`src/rtl/lsu_pkg.sv`:
```
// lsu_pkg: shared encodings for the load/store memory controller (store/load
// select fields, FSM states, access sizes and byte-enable base patterns).
package lsu_pkg;

   localparam logic [1:0] WSEL_WORD  = 2'b00;
   localparam logic [1:0] WSEL_BYTE  = 2'b01;
   localparam logic [1:0] WSEL_WORD2 = 2'b10;
   localparam logic [1:0] WSEL_HALF  = 2'b11;

   localparam logic [2:0] RSEL_WORD  = 3'b000;
   localparam logic [2:0] RSEL_BYTE  = 3'b001;
   localparam logic [2:0] RSEL_HALF  = 3'b010;
   localparam logic [2:0] RSEL_BYTEU = 3'b011;
   localparam logic [2:0] RSEL_HALFU = 3'b100;

   localparam logic [3:0] BE_BYTE = 4'b0001;
   localparam logic [3:0] BE_HALF = 4'b0011;
   localparam logic [3:0] BE_WORD = 4'b1111;

   typedef enum logic [1:0] {ST_IDLE, ST_REQ1, ST_REQ2, ST_RESP} state_t;
   typedef enum logic [1:0] {SZ_BYTE, SZ_HALF, SZ_WORD} size_t;

   function automatic size_t access_size(input logic rw, input logic [1:0] wsel,
                                         input logic [2:0] rsel);
      size_t sz;
      sz = SZ_WORD;
      if (rw) begin
         case (wsel)
            WSEL_BYTE:             sz = SZ_BYTE;
            WSEL_HALF:             sz = SZ_HALF;
            WSEL_WORD, WSEL_WORD2: sz = SZ_WORD;
            default:               sz = SZ_WORD;
         endcase
      end else begin
         case (rsel)
            RSEL_BYTE, RSEL_BYTEU: sz = SZ_BYTE;
            RSEL_HALF, RSEL_HALFU: sz = SZ_HALF;
            RSEL_WORD:             sz = SZ_WORD;
            default:               sz = SZ_WORD;
         endcase
      end
      return sz;
   endfunction

   function automatic logic is_misaligned(input size_t sz, input logic [1:0] off);
      return ((sz == SZ_HALF) && off[0]) || ((sz == SZ_WORD) && (off != 2'b00));
   endfunction

   // Accesses whose bytes spill past lane 3 into the next word.
   function automatic logic crosses_word(input size_t sz, input logic [1:0] off);
      return ((sz == SZ_HALF) && (off == 2'b11)) || ((sz == SZ_WORD) && (off != 2'b00));
   endfunction

endpackage

```
`src/rtl/lsu_align.sv`:
```
// lsu_align: combinational lane steering for stores and byte-select plus
// sign/zero extension for loads, working on a two-word window.
module lsu_align
   import lsu_pkg::*;
(
   input  size_t       size,
   input  logic [1:0]  off,
   input  logic [2:0]  rsel,
   input  logic        second,
   input  logic [31:0] wdata,
   input  logic [63:0] rword,
   output logic [3:0]  be,
   output logic [31:0] wdata_lane,
   output logic [31:0] rdata_ext
);

   logic [3:0]  be_base;
   logic [7:0]  be_wide;
   logic [31:0] wd_rep;
   logic [63:0] wd_wide;
   logic [31:0] r_word;

   always_comb begin
      case (size)
         SZ_BYTE: begin be_base = BE_BYTE; wd_rep = {4{wdata[7:0]}};  end
         SZ_HALF: begin be_base = BE_HALF; wd_rep = {2{wdata[15:0]}}; end
         default: begin be_base = BE_WORD; wd_rep = wdata;            end
      endcase
      // Shifting into an 8-lane window gives the upper-word lanes of a split access for free.
      be_wide = {4'b0000, be_base} << off;
      wd_wide = {32'd0, wdata} << {off, 3'b000};
      if (second) begin
         be         = be_wide[7:4];
         wdata_lane = wd_wide[63:32];
      end else if (is_misaligned(size, off)) begin
         be         = be_wide[3:0];
         wdata_lane = wd_wide[31:0];
      end else begin
         be         = be_wide[3:0];
         wdata_lane = wd_rep;
      end
   end

   always_comb begin
      r_word = 32'(rword >> {off, 3'b000});
      case (rsel)
         RSEL_BYTE:  rdata_ext = {{24{r_word[7]}}, r_word[7:0]};
         RSEL_HALF:  rdata_ext = {{16{r_word[15]}}, r_word[15:0]};
         RSEL_BYTEU: rdata_ext = {24'd0, r_word[7:0]};
         RSEL_HALFU: rdata_ext = {16'd0, r_word[15:0]};
         default:    rdata_ext = r_word;
      endcase
   end

endmodule

```
`src/rtl/lsu_mem_ctrl.sv`:
```
// lsu_mem_ctrl: one data-memory access per start pulse over a req/ack word bus.
// Define MISALIGN_SPLIT_EN to split word-crossing accesses instead of aborting them.
module lsu_mem_ctrl
   import lsu_pkg::*;
#(
   parameter int unsigned TIMEOUT = 16
)(
   input  logic        clk,
   input  logic        rst,
   input  logic        start,
   input  logic        mem_rw,
   input  logic [1:0]  data_w_sel,
   input  logic [2:0]  data_r_sel,
   input  logic [31:0] addr,
   input  logic [31:0] wdata,
   output logic        busy,
   output logic        done,
   output logic [31:0] rdata,
   output logic        err,
   output logic        mem_req,
   output logic        mem_we,
   output logic [31:0] mem_addr,
   output logic [3:0]  mem_be,
   output logic [31:0] mem_wdata,
   input  logic        mem_ack,
   input  logic [31:0] mem_rdata
);

`ifdef MISALIGN_SPLIT_EN
   localparam bit SPLIT = 1'b1;
`else
   localparam bit SPLIT = 1'b0;
`endif

   state_t      state, state_nx;
   logic        rw_q;
   size_t       size_q;
   logic [2:0]  rsel_q;
   logic [31:0] addr_q, wdata_q, lo_q, rdata_q;
   logic        err_q;
   logic [15:0] cnt;

   size_t       size_in;
   logic        abort_in, in_req, need_second, timed_out;
   logic [3:0]  lane_be;
   logic [31:0] lane_wdata, load_ext;
   logic [63:0] load_word;

   assign size_in     = access_size(mem_rw, data_w_sel, data_r_sel);
   assign abort_in    = !SPLIT && is_misaligned(size_in, addr[1:0]);
   assign in_req      = (state == ST_REQ1) || (state == ST_REQ2);
   assign need_second = SPLIT && crosses_word(size_q, addr_q[1:0]);
   assign timed_out   = (TIMEOUT != 0) && (cnt == 16'(TIMEOUT));
   // The first word of a split read sits in the low half of the merge window.
   assign load_word   = (state == ST_REQ2) ? {mem_rdata, lo_q} : {32'd0, mem_rdata};

   lsu_align u_align (
      .size       (size_q),
      .off        (addr_q[1:0]),
      .rsel       (rsel_q),
      .second     (state == ST_REQ2),
      .wdata      (wdata_q),
      .rword      (load_word),
      .be         (lane_be),
      .wdata_lane (lane_wdata),
      .rdata_ext  (load_ext)
   );

   always_comb begin
      state_nx  = state;
      busy      = (state != ST_IDLE);
      done      = (state == ST_RESP);
      err       = done && err_q;
      rdata     = done ? rdata_q : 32'd0;
      mem_req   = in_req;
      mem_we    = in_req && rw_q;
      mem_addr  = 32'd0;
      mem_be    = 4'd0;
      mem_wdata = 32'd0;
      if (in_req) begin
         mem_addr  = {addr_q[31:2], 2'b00} + ((state == ST_REQ2) ? 32'd4 : 32'd0);
         mem_be    = lane_be;
         mem_wdata = rw_q ? lane_wdata : 32'd0;
      end
      case (state)
         ST_IDLE: if (start) state_nx = abort_in ? ST_RESP : ST_REQ1;
         ST_REQ1: begin
            if (mem_ack)        state_nx = need_second ? ST_REQ2 : ST_RESP;
            else if (timed_out) state_nx = ST_RESP;
         end
         ST_REQ2: if (mem_ack || timed_out) state_nx = ST_RESP;
         default: state_nx = ST_IDLE;
      endcase
   end

   always_ff @(posedge clk) begin
      if (rst) begin
         state   <= ST_IDLE;
         rw_q    <= 1'b0;
         size_q  <= SZ_WORD;
         rsel_q  <= 3'd0;
         addr_q  <= 32'd0;
         wdata_q <= 32'd0;
         lo_q    <= 32'd0;
         rdata_q <= 32'd0;
         err_q   <= 1'b0;
         cnt     <= 16'd0;
      end else begin
         state <= state_nx;
         case (state)
            ST_IDLE: if (start) begin
               rw_q    <= mem_rw;
               size_q  <= size_in;
               rsel_q  <= data_r_sel;
               addr_q  <= addr;
               wdata_q <= wdata;
               err_q   <= abort_in;
               rdata_q <= 32'd0;
               cnt     <= 16'd0;
            end
            ST_REQ1, ST_REQ2: begin
               if (mem_ack) begin
                  cnt <= 16'd0;
                  if ((state == ST_REQ1) && need_second) lo_q <= mem_rdata;
                  else rdata_q <= rw_q ? 32'd0 : load_ext;
               end else if (timed_out) begin
                  err_q   <= 1'b1;
                  rdata_q <= 32'd0;
               end else begin
                  cnt <= cnt + 16'd1;
               end
            end
            default: ;
         endcase
      end
   end

endmodule
```
`config.mk`:
```
export PLATFORM = sky130hd
export DESIGN_NAME = lsu_mem_ctrl
export DESIGN_NICKNAME = d
export VERILOG_FILES = /design/src/rtl/lsu_pkg.sv /design/src/rtl/lsu_align.sv /design/src/rtl/lsu_mem_ctrl.sv
export SDC_FILE = /design/constraint.sdc
export NUM_CORES = 1
export LEC_CHECK = 0
export CORE_MARGIN = 2
export CORE_UTILIZATION = 40
export CTS_BUF_LIST = sky130_fd_sc_hd__clkbuf_8
export CTS_CLUSTER_SIZE = 20
export DETAILED_ROUTE_END_ITERATION = 7
export GPL_TIMING_DRIVEN = 0
export PLACE_DENSITY = 0.72
export SETUP_SLACK_MARGIN = 0.3
export SYNTH_ARGS = -nofsm -noshare
export SYNTH_HDL_FRONTEND = slang
export SYNTH_SLANG_ARGS = --single-unit
```
`constraint.sdc`:
```
create_clock -name clk -period 5.9 [get_ports clk]
set_input_delay 1.18 -clock clk [delete_from_list [all_inputs] [get_ports clk]]
set_output_delay 1.18 -clock clk [all_outputs]
set_load 0.005 [all_outputs]
```
==> flow_metrics.tcl <==
set metrics [dict create \
    cts.reportedPaths.clkPinSlew_ns 0.08 \
    post_synth_design_cell_area_um2 8070 \
    dominantRegCellSynth "sky130_fd_sc_hd__dfxtp_1" \
    wl_per_cell_um 19.2 \
    synthAdderAreaFrac 0.0168 \
    number_of_iterations_in_the_first_detailed_routing_pass 5 \
    worstSetupStartpointType "register" \
    rsz0062_at_grt "no" \
    detailedPlacementHpwl_um 22600 \
    result_of_the_run "finished clean" \
    synth_top_family_by_area "simple AND/OR/NAND/NOR gates" \
    min_clock_period_post_route_ns 5.31 \
    post_detailed_route_drc_marker_count 0 \
    worst_slew_margin_rel 0.269 \
    synth_edf_count 0 \
    top_achievable_clock_speed_mhz 188 \
    finish.instance_area_um2 10900 \
    wire_length_of_the_first_global_routing_pass_um 47000 \
    cts_num_sinks 121 \
    post_layout_nonfiller_instances 1584 \
    post_cts_resize_count 0 \
    share_of_the_clock_period_used_by_the_worst_path 0.900 \
    cts_hold_buf 0 \
    tritoncts "built" \
    synth-seq-area-share 0.300 \
    crit_path_cell_trace "inv_1, ha_1, clkbuf_1, nand2_1, nor2_1, clkbuf_1, a21oi_1, nor2_1, clkdlybuf4s50_1" \
    dpl_cell_area_um2 10500 \
    post-synth-top-area-fraction 0.300 \
    finalNetCount 1422 \
    yosys_warning_count 0 \
    num_rows 51 \
    postRouteWirelength_um 30400 \
    netlist-cell-type-count 61 \
    criticalPathCategory "register to output pin" \
    critical_path_buf_inv_count 4 \
    cap_viol_max_count 0 \
    synthSimpleGateAreaFrac 0.261 \
    yosys.area_share.xor_xnor 0.0174 \
    synth-compound-area-share 0.251 \
    fin_worst_hold_slack_ns 0.459 \
    p_per_area_nw_per_um2 342 \
    synthToLayoutAreaGrowth_pct 35.2 \
    io_buffers 207 \
    clk_latency_ns 0.46 \
    dp.cells 1552 \
    globalRoute.totalOverflow 0 \
    timing.critical_path.to_type "output pin" \
    lkg_pwr_nw 3.71 \
    cp_top_family "buffers and inverters" \
    clock_skews_ns 0.00816 \
    syn-mean-instance-area_um2 7.48 \
    die_area_um2 21300 \
    cts.path.max_buffers 2 \
    die_h_um 146 \
    proportion_of_synthesized_area_in_mux_cells 0.101 \
    drt_first_iter_violations 791 \
    syn-instance-count 1078 \
    yosys_register_bits 121 \
    die_w_um 146 \
    floorplan.io_pins 211 \
    crit_arrival_ns 4.13 \
    setup_viol 0 \
    n_fill_cell 1947 \
    worst_path_max_delay_cell "sky130_fd_sc_hd__nor2_1" \
    critical_path_peak_fanout 10 \
    synthArstFlopShare 0 \
    worst_ep_required_time_ns 4.72 \
    finalHoldViolations 0 \
    grt_max_degree 17 \
    worst_pin_slew_ns 1.10 \
    via_count 9230 \
    antenna_found_initial 0 \
    global_route_usage_over_all_layers 0.274 \
    drive_gt1_frac 0.0637 \
    postRouteAntennaNets 0 \
    max-vdd-ir-drop_mv 0.240 \
    final_max_slew_viol_count 0 \
    drt-vias-per-instance 5.83 \
    post_route_utilization 0.555 \
    core_area_um2 19700 \
    cts-htree-levels 4 \
    final.setup.tns_ns 0 \
    cts_inserted_buffers 17 \
    effective_utilization_at_floorplan 0.410 \
    cp_slowest_stage_delay_ns 0.62 \
    gp_congestion 0.915 \
    antenna_cells_inserted 0 \
    grt_pass1_vias 8684 \
    timing.hold.worst.class "register to register" \
    clock_tree.root_cell "sky130_fd_sc_hd__clkbuf_8" \
    cts_post_setup_buffers_inserted 0 \
    synth_top_area_cell "sky130_fd_sc_hd__dfxtp_1" \
    post_synth_main_area_contributors "sky130_fd_sc_hd__dfxtp_1 30%, sky130_fd_sc_hd__nand2_1 9.5%, sky130_fd_sc_hd__a21oi_1 9.0%" \
]
==> report_power, final <==
part / leakage, nW / switching, mW / total [mW] / internal, mW
clock: 0.213 / 0.382 / 0.826 / 0.443
sequential: 0.986 / 0.160 / 1.12 / 0.957
combinational: 2.51 / 1.09 / 1.78 / 0.691
==> state kept, by name (all words and copies together), names as in the netlist <==
signal	count
rw_q	1
err_q	1
cnt	16
addr_q	32
rsel_q	3
wdata_q	32
size_q	2
rdata_q	32
state	2
==> area by class of cell <==
cell class | count | area (um2) | share of cell area
plain buffers | 88 | 350 | 0.0321
clock buffers | 19 | 262 | 0.0240
clock inverters | 13 | 168 | 0.0154
inverters | 18 | 67.6 | 0.00619
multi-input cells | 852 | 5230 | 0.479
flip-flops and latches | 121 | 2420 | 0.222
well taps | 265 | 332 | 0.0304
repair buffers | 208 | 2080 | 0.190
==> synth_stat cells (all sizes together) (11+ instances only) <==
cell,instances
nand2,205
a21oi,146
dfxtp,121
clkbuf,66
nor2,54
and2,42
mux2i,41
mux2,36
nand3,26
o211ai,26
o21ai,23
buf,22
or4,18
a32o,17
inv,16
a211o,15
nand4,15
o31ai,15
nand2b,12
nor3b,12
a221oi,11
and3,11
==> per-layer routing <==
layer  track usage  vias to the layer above  share of wire  wire (um)
met5             0                        -              0          0
met4        0.0786                        0          0.020        595
met3        0.0781                       50           0.11       3390
met2         0.445                      512           0.45      13800
met1         0.356                     4301           0.42      12600
li1              -                     4367              -          -
==> final timing paths <==
kind / start / slack (ns) / to / cells past startpoint
worst max-delay path: state[1] / 0.59 / mem_wdata[8] / 9
worst min-delay path: rdata_q[15] / 0.46 / rdata_q[15] / 1
worst max register to register: state[0] / 2.95 / rdata_q[22] / 8
worst min register to register: rdata_q[15] / 0.46 / rdata_q[15] / 1
==> per-stage QoR <==
step | worst slack [ns] | total power, mW
floorplan | 2.48 | 2.17
global placement | 1.28 | 2.84
detailed placement | 1.18 | 2.87
CTS | 0.700 | 3.69
global route | 0.406 | 3.93
finish | 0.592 | 3.72
==> layout by cell type, fill, tap and decap left out, types with 8 or more instances in the layout <==
master,count
sky130_fd_sc_hd__dfxtp_1,121
sky130_fd_sc_hd__clkbuf_8,19
sky130_fd_sc_hd__xnor2_1,8
sky130_fd_sc_hd__a32o_1,17
sky130_fd_sc_hd__a221oi_1,11
sky130_fd_sc_hd__or3_1,10
sky130_fd_sc_hd__nor3b_1,12
sky130_fd_sc_hd__clkdlybuf4s50_1,207
sky130_fd_sc_hd__buf_1,10
sky130_fd_sc_hd__o211ai_1,26
sky130_fd_sc_hd__a22o_1,9
sky130_fd_sc_hd__o21ai_0,21
sky130_fd_sc_hd__ha_1,10
sky130_fd_sc_hd__o31ai_1,15
sky130_fd_sc_hd__and3_1,11
sky130_fd_sc_hd__o2bb2ai_1,8
sky130_fd_sc_hd__xor2_1,8
sky130_fd_sc_hd__nor2_1,54
sky130_fd_sc_hd__or4_1,18
sky130_fd_sc_hd__nand4_1,15
sky130_fd_sc_hd__mux2i_1,41
sky130_fd_sc_hd__a21oi_1,145
sky130_fd_sc_hd__and2_1,42
sky130_fd_sc_hd__buf_2,11
sky130_fd_sc_hd__nand2b_1,12
sky130_fd_sc_hd__a211o_1,15
sky130_fd_sc_hd__clkbuf_1,66
sky130_fd_sc_hd__mux2_2,36
sky130_fd_sc_hd__nand3_1,26
sky130_fd_sc_hd__o221ai_1,8
sky130_fd_sc_hd__nand2_1,205
sky130_fd_sc_hd__inv_1,16
==> cells by family (layout without fill, tap and decap cells) <==
logic type      count (synthesis)  after routing
buf+inv                       106            346
flops                         121            121
mux                            77             77
fa+ha+maj                      11             11
xor+xnor                       16             16
other cells                     1              2
simple gates                  436            436
compound gates                310            310
(Power assumes the default switching activity.)
